$ cat src/rtl/clock_select_ctrl_if.sv
// CPU-cycle and clock-switch handshake bundle for clock_select_ctrl.
// master = CPU/switch side, slave = controller side.
interface clock_select_ctrl_if;
  logic host_access_ip;
  logic force_ls_ip;
  logic selected_hs_ip;
  logic selected_ls_ip;
  logic select_hs_op;
  logic rdy_op;
  logic ls_active_op;

  modport master (
    output host_access_ip,
    output force_ls_ip,
    output selected_hs_ip,
    output selected_ls_ip,
    input  select_hs_op,
    input  rdy_op,
    input  ls_active_op
  );

  modport slave (
    input  host_access_ip,
    input  force_ls_ip,
    input  selected_hs_ip,
    input  selected_ls_ip,
    output select_hs_op,
    output rdy_op,
    output ls_active_op
  );
endinterface

$ cat src/rtl/clock_select_ctrl.sv
// HS/LS CPU clock request controller with RDY stall during switch handover.
// Define CLOCK_SELECT_CTRL_DWELL_EN to keep LS for DWELL_CYCLES idle cycles after a host access.
module clock_select_ctrl #(
  parameter int unsigned DWELL_CYCLES = 4,
  parameter int unsigned DWELL_W      = 4
) (
  input  logic                 ck_ip,
  input  logic                 resetb,
  clock_select_ctrl_if.slave   bus
);

  typedef enum logic [1:0] {
    REQ_LS = 2'd0,
    LS_RUN = 2'd1,
    REQ_HS = 2'd2,
    HS_RUN = 2'd3
  } state_t;

  // Dwell reload value must fit the counter.
  if (DWELL_W < 32 && (DWELL_CYCLES >> DWELL_W) != 0) begin : g_bad_dwell
    $error("clock_select_ctrl: DWELL_CYCLES does not fit in DWELL_W bits");
  end

  state_t r_state;
  state_t w_state_nxt;

  logic r_select_hs;
  logic r_rdy;
  logic r_ls_active;
  logic w_select_hs_nxt;
  logic w_rdy_nxt;
  logic w_ls_active_nxt;

  logic w_want_ls;
  logic w_dwell_done;

  assign w_want_ls = bus.host_access_ip | bus.force_ls_ip;

`ifdef CLOCK_SELECT_CTRL_DWELL_EN
  localparam logic [DWELL_W-1:0] DWELL_LOAD = DWELL_W'(DWELL_CYCLES);

  logic [DWELL_W-1:0] r_dwell_cnt;
  logic [DWELL_W-1:0] w_dwell_cnt_nxt;

  // Counts idle LS cycles; parked at the reload value outside LS_RUN.
  always_comb begin
    w_dwell_cnt_nxt = DWELL_LOAD;
    if (r_state == LS_RUN && !w_want_ls && r_dwell_cnt != '0) begin
      w_dwell_cnt_nxt = r_dwell_cnt - 1'b1;
    end
  end

  always_ff @(posedge ck_ip or negedge resetb) begin
    if (!resetb) begin
      r_dwell_cnt <= DWELL_LOAD;
    end else begin
      r_dwell_cnt <= w_dwell_cnt_nxt;
    end
  end

  assign w_dwell_done = (r_dwell_cnt == '0);
`else
  assign w_dwell_done = 1'b1;
`endif

  // State and registered outputs; clock stops during handover, so no REQ timeouts.
  always_ff @(posedge ck_ip or negedge resetb) begin
    if (!resetb) begin
      r_state     <= REQ_LS;
      r_select_hs <= 1'b0;
      r_rdy       <= 1'b0;
      r_ls_active <= 1'b0;
    end else begin
      r_state     <= w_state_nxt;
      r_select_hs <= w_select_hs_nxt;
      r_rdy       <= w_rdy_nxt;
      r_ls_active <= w_ls_active_nxt;
    end
  end

  // Host access or turbo-off beats HS confirmation in every state.
  always_comb begin
    w_state_nxt = r_state;
    case (r_state)
      REQ_LS: begin
        if (bus.selected_ls_ip) w_state_nxt = LS_RUN;
      end
      LS_RUN: begin
        if (!w_want_ls && w_dwell_done) w_state_nxt = REQ_HS;
      end
      REQ_HS: begin
        if (w_want_ls)               w_state_nxt = REQ_LS;
        else if (bus.selected_hs_ip) w_state_nxt = HS_RUN;
      end
      HS_RUN: begin
        if (w_want_ls)                w_state_nxt = REQ_LS;
        else if (!bus.selected_hs_ip) w_state_nxt = REQ_HS;
      end
      default: w_state_nxt = REQ_LS;
    endcase
  end

  // Outputs decoded from the next state so they register alongside it.
  always_comb begin
    w_select_hs_nxt = 1'b0;
    w_rdy_nxt       = 1'b0;
    w_ls_active_nxt = 1'b0;
    case (w_state_nxt)
      LS_RUN: begin
        w_rdy_nxt       = 1'b1;
        w_ls_active_nxt = 1'b1;
      end
      REQ_HS: begin
        w_select_hs_nxt = 1'b1;
      end
      HS_RUN: begin
        w_select_hs_nxt = 1'b1;
        w_rdy_nxt       = 1'b1;
      end
      default: begin
        w_select_hs_nxt = 1'b0;
      end
    endcase
  end

  assign bus.select_hs_op = r_select_hs;
  assign bus.rdy_op       = r_rdy;
  assign bus.ls_active_op = r_ls_active;

endmodule

$ cat src/flat_wrapper.sv
// flat-port wrapper written by rule: the top's interface ports become plain ports
module clock_select_ctrl_flat 
#(
  parameter int unsigned DWELL_CYCLES = 4,
  parameter int unsigned DWELL_W      = 4
)
  (ck_ip, resetb, bus_host_access_ip, bus_force_ls_ip, bus_selected_hs_ip, bus_selected_ls_ip, bus_select_hs_op, bus_rdy_op, bus_ls_active_op);
  clock_select_ctrl_if bus_i ();
  input  logic ck_ip;
  input  logic resetb;
  input wire logic [$bits(bus_i.host_access_ip)-1:0] bus_host_access_ip;
  input wire logic [$bits(bus_i.force_ls_ip)-1:0] bus_force_ls_ip;
  input wire logic [$bits(bus_i.selected_hs_ip)-1:0] bus_selected_hs_ip;
  input wire logic [$bits(bus_i.selected_ls_ip)-1:0] bus_selected_ls_ip;
  output wire logic [$bits(bus_i.select_hs_op)-1:0] bus_select_hs_op;
  output wire logic [$bits(bus_i.rdy_op)-1:0] bus_rdy_op;
  output wire logic [$bits(bus_i.ls_active_op)-1:0] bus_ls_active_op;
  assign bus_i.host_access_ip = bus_host_access_ip;
  assign bus_i.force_ls_ip = bus_force_ls_ip;
  assign bus_i.selected_hs_ip = bus_selected_hs_ip;
  assign bus_i.selected_ls_ip = bus_selected_ls_ip;
  assign bus_select_hs_op = bus_i.select_hs_op;
  assign bus_rdy_op = bus_i.rdy_op;
  assign bus_ls_active_op = bus_i.ls_active_op;
  clock_select_ctrl #(.DWELL_CYCLES(DWELL_CYCLES), .DWELL_W(DWELL_W)) u_core (.ck_ip(ck_ip), .resetb(resetb), .bus(bus_i));
endmodule
$ cat config.mk
export PLATFORM = sky130hd
export DESIGN_NAME = clock_select_ctrl_flat
export DESIGN_NICKNAME = d
export VERILOG_FILES = /design/src/rtl/clock_select_ctrl_if.sv /design/src/rtl/clock_select_ctrl.sv /design/src/flat_wrapper.sv
export SDC_FILE = /design/constraint.sdc
export NUM_CORES = 1
export LEC_CHECK = 0
export BUFFER_PORTS_ARGS = -buffer_cell sky130_fd_sc_hd__buf_4
export CAP_MARGIN = 5
export CORE_AREA = 2 2 39 41
export DETAILED_ROUTE_END_ITERATION = 8
export DIE_AREA = 0 0 41 43
export PLACE_DENSITY_LB_ADDON = 0.1
export SETUP_SLACK_MARGIN = 0.05
export SLEW_MARGIN = 20
export SYNTH_ARGS = -nofsm -noshare
export SYNTH_HDL_FRONTEND = slang
export SYNTH_SLANG_ARGS = --single-unit
export TNS_END_PERCENT = 30
$ cat constraint.sdc
create_clock -name ck_ip -period 1.17 [get_ports ck_ip]
set_input_delay 0.0585 -clock ck_ip [delete_from_list [all_inputs] [get_ports ck_ip]]
set_output_delay 0.0585 -clock ck_ip [all_outputs]
set_load 0.03 [all_outputs]
==> results.md <==
- The total power is 450 uW.
- The proportion of synthesized chip area in sequential cells is 63.0%.
- The synthesized flop and latch total is 4.
- The synthesized netlist devotes 0% of its cell area to adder and majority cells.
- The detailed-route DRC error count is 0.
- During I/O placement, the number of pins put on the boundary was 9.
- Buffers placed on the I/O ports in this run total 8.
- The max-cap check violation count is 0.
- The root buffer selected by CTS is sky130_fd_sc_hd__clkbuf_4.
- Clock-pin slew was measured on the worst setup and hold paths at 0.04 ns.
- For this block, the routed nets add up to 361 microns of wire.
- In the final routed layout, each cell accounts on average for 8.80 microns.
- Leaving out fill and tap cells, the most frequent cells in the layout are 8 x sky130_fd_sc_hd__buf_4, 4 x sky130_fd_sc_hd__nor2_1, 4 x sky130_fd_sc_hd__dfrtp_1.
- The count of antenna-violating nets left after detailed routing is 0.
- In the routed layout, each cell is associated on average with a via count of 3.37.
- The number of standard-cell rows in the floorplan is 14.
- The final-report max-slew violation count is 0.
- Routability-driven placement finished with a final weighted congestion of 0.670.
- In this run, post-CTS repair resized a total of 0 instances.
- For the final routed database, the setup TNS stands at 0 ns.
- The wire length of the first global-routing pass is 600 microns.
- The transition at the pin with the smallest max-transition slack is 0.200 ns.
- In this run the vertical extent of the chip is 43 microns.
- The portion of the clock cycle consumed by the worst path in the final layout is 77.4%.
- The peak supply drop is 369 uV.
- No sink is reached through more buffers than the 2 on the longest clock path.
- Setup repair after global routing left no endpoint under its margin.
- Yosys printed 0 warnings.
- The data required time at the worst endpoint is 1.31 ns.
- The total vias in the final route is 138.
- Setup violations remaining at the end of the flow were counted as 0.
- The finished cells cover 272 sq um.
- The most frequent standard cell in the layout excluding fill and tap cells is sky130_fd_sc_hd__buf_4.
- The detailed router finished its first iteration with 0 violations.
- The power per unit of standard cell area is 1660 nW/um^2.
- TritonCTS built the clock tree.
- The number of standard cells after synthesis is 13.
- The timing-limited maximum frequency is 1100 MHz.
- The complex-gate fraction of the synthesized area is 10.2%.
- The final setup slack of the worst path is 0.264 ns.
- The die extent in x is 41 microns.
- The effective utilization at floorplan is 11.5%.
- STA classifies the critical path startpoint as a register.
- The TritonCTS buffer count is 3.
- The number of global-route vias before repair is 164.
- The unique cell type count in the Yosys netlist is 7.
- The number of search-and-repair iterations in the first detailed-routing pass is 1.
- The cell area after placement is 239 sq um.
- The largest family of logic cells by synthesized area is simple AND/OR/NAND/NOR gates.
- The number of failing hold endpoints at the final stage is 0.
- The HPWL after detailed placement is 293 microns.
- The total overflow left after global routing is 0.
- In the final design database the tool counted 33 nets.
- The number of antenna diodes in the final layout is 0.
- The synthesis-to-layout area growth is 70.9%.
- In this run the cell area of the synthesized design comes to 159 sq um.
- The combined global-route utilization of all metal layers is 5.84%.
- The maximum number of pins on one net before global-route repair is 5.
- The critical path starts at u_core.r_state[0]$_DFF_PN0_.
- The flow ran to the end, and the final reports show no timing, DRC or antenna violations.
- The startpoint of the most critical register-to-register path is u_core.r_state[0]$_DFF_PN0_.
- The worst hold path begins at bus_selected_hs_ip.
- The worst setup skew after layout is 0.00148 ns.
- The setup slack at placement is 0.268 ns.
- The parity-gate share of the synthesized area counting xor and xnor cells is 0%.
- Counting every sink on the clock net gives 4.
- The largest driver fanout on the critical path is 4.
- The relative slew slack is 86.6%.
- Summing the areas of all and, or, nand and nor instances in the mapped netlist gives 26.8% of the synthesized area.
- The average instance area after synthesis is 12.2 sq um.
- Buffers added to address setup during post-CTS repair amount to 0.
- Data on the critical path arrives at its endpoint at 1.04 ns.
- The die covers 1760 sq um.
- CTS built an H-tree with a depth of 1.
- The worst setup path is captured at a register.
- The class of the tightest hold or removal check is in -> reg.
- Of the post-synthesis cell area, the part taken by muxes is 0%.
- Once layout is complete, the utilization of the core stands at 19.6%.
- The initial antenna violation count is 0.
- The post-synthesis net count is 19.
- The later pin in the worst-skew pair is clocked with a latency of 0.23 ns.
- The class of the most critical setup path is reg -> reg.
- For this design the static power due to leakage is 0.000124 uW.
- The post-route netlist has 52.0% of its cells at a drive strength greater than 1.
- After floorplanning, the core was sized to cover 1380 sq um.
- The post-route minimum period is 0.906 ns.
==> layout make-up <==
type,instances,area [sq um]
well taps,16,20.0
repair buffers,9,70.1
fillers,151,1110
clock buffers,3,22.5
multi-input cells,9,58.8
flip-flops and latches,4,100
==> cells in the mapped netlist <==
| cell type | number | area share (%) |
|---|---|---|
| sky130_fd_sc_hd__dfrtp_1 | 4 | 63 |
| sky130_fd_sc_hd__nand2_1 | 1 | 2.4 |
| sky130_fd_sc_hd__nor2_1 | 4 | 9.4 |
| sky130_fd_sc_hd__nor3_1 | 1 | 3.1 |
| sky130_fd_sc_hd__nor3b_2 | 1 | 7.9 |
| sky130_fd_sc_hd__o32ai_2 | 1 | 10 |
| sky130_fd_sc_hd__or2_1 | 1 | 3.9 |
==> stage by stage <==
step	hold WS, ns	std cells
6_report	0.117	41
5_1_grt	0.127	41
4_1_cts	0.109	41
3_5_place_dp	-0.142	37
3_3_place_gp	-0.140	37
2_1_floorplan	-0.237	13
==> sequential cells by signal (all words and copies together), names as in the netlist <==
name and count:
u_core.r_state 2, u_core.bus.ls_active_op 1, u_core.bus.select_hs_op 1
==> worst paths after layout <==
path,to,slack [ns],cells past startpoint
worst max-delay path,u_core.r_state[0]$_DFF_PN0_,0.26,2
worst min-delay path,u_core.r_state[0]$_DFF_PN0_,0.12,3
worst max register to register,u_core.r_state[0]$_DFF_PN0_,0.26,2
worst min register to register,u_core.bus.ls_active_op$_DFF_PN0_,0.53,1
max in group asynchronous,u_core.r_state[1]$_DFF_PN0_,0.90,2
min in group asynchronous,u_core.bus.ls_active_op$_DFF_PN0_,0.17,2
==> timing repair <==
item	4_1_cts	5_1_grt
hold endpoints to repair	4	0
hold buffers	1	0
setup endpoints to repair	0	0
==> kinds of logic after synthesis <==
logic type	after synthesis
compound gates	1
flops	4
simple gates	8
==> where the power goes <==
group	switching [uW]	internal [uW]	total, uW
combinational	60.0	50.4	110
clock	55.1	115	170
sequential	12.1	158	170
==> layer usage <==
layer	wire, microns	track usage [%]	vias up
li1	-	-	69
met3	43	1.57	2
met1	133	6.17	57
met5	0	0	-
met4	13	10.0	0
met2	171	6.56	10
==> critical path: stages, from the launching register on <==
cell and delay [ns]:
sky130_fd_sc_hd__dfrtp_1 0.39, sky130_fd_sc_hd__nor3b_2 0.18, sky130_fd_sc_hd__o32ai_2 0.24
Power figures use the tool's default switching activity.
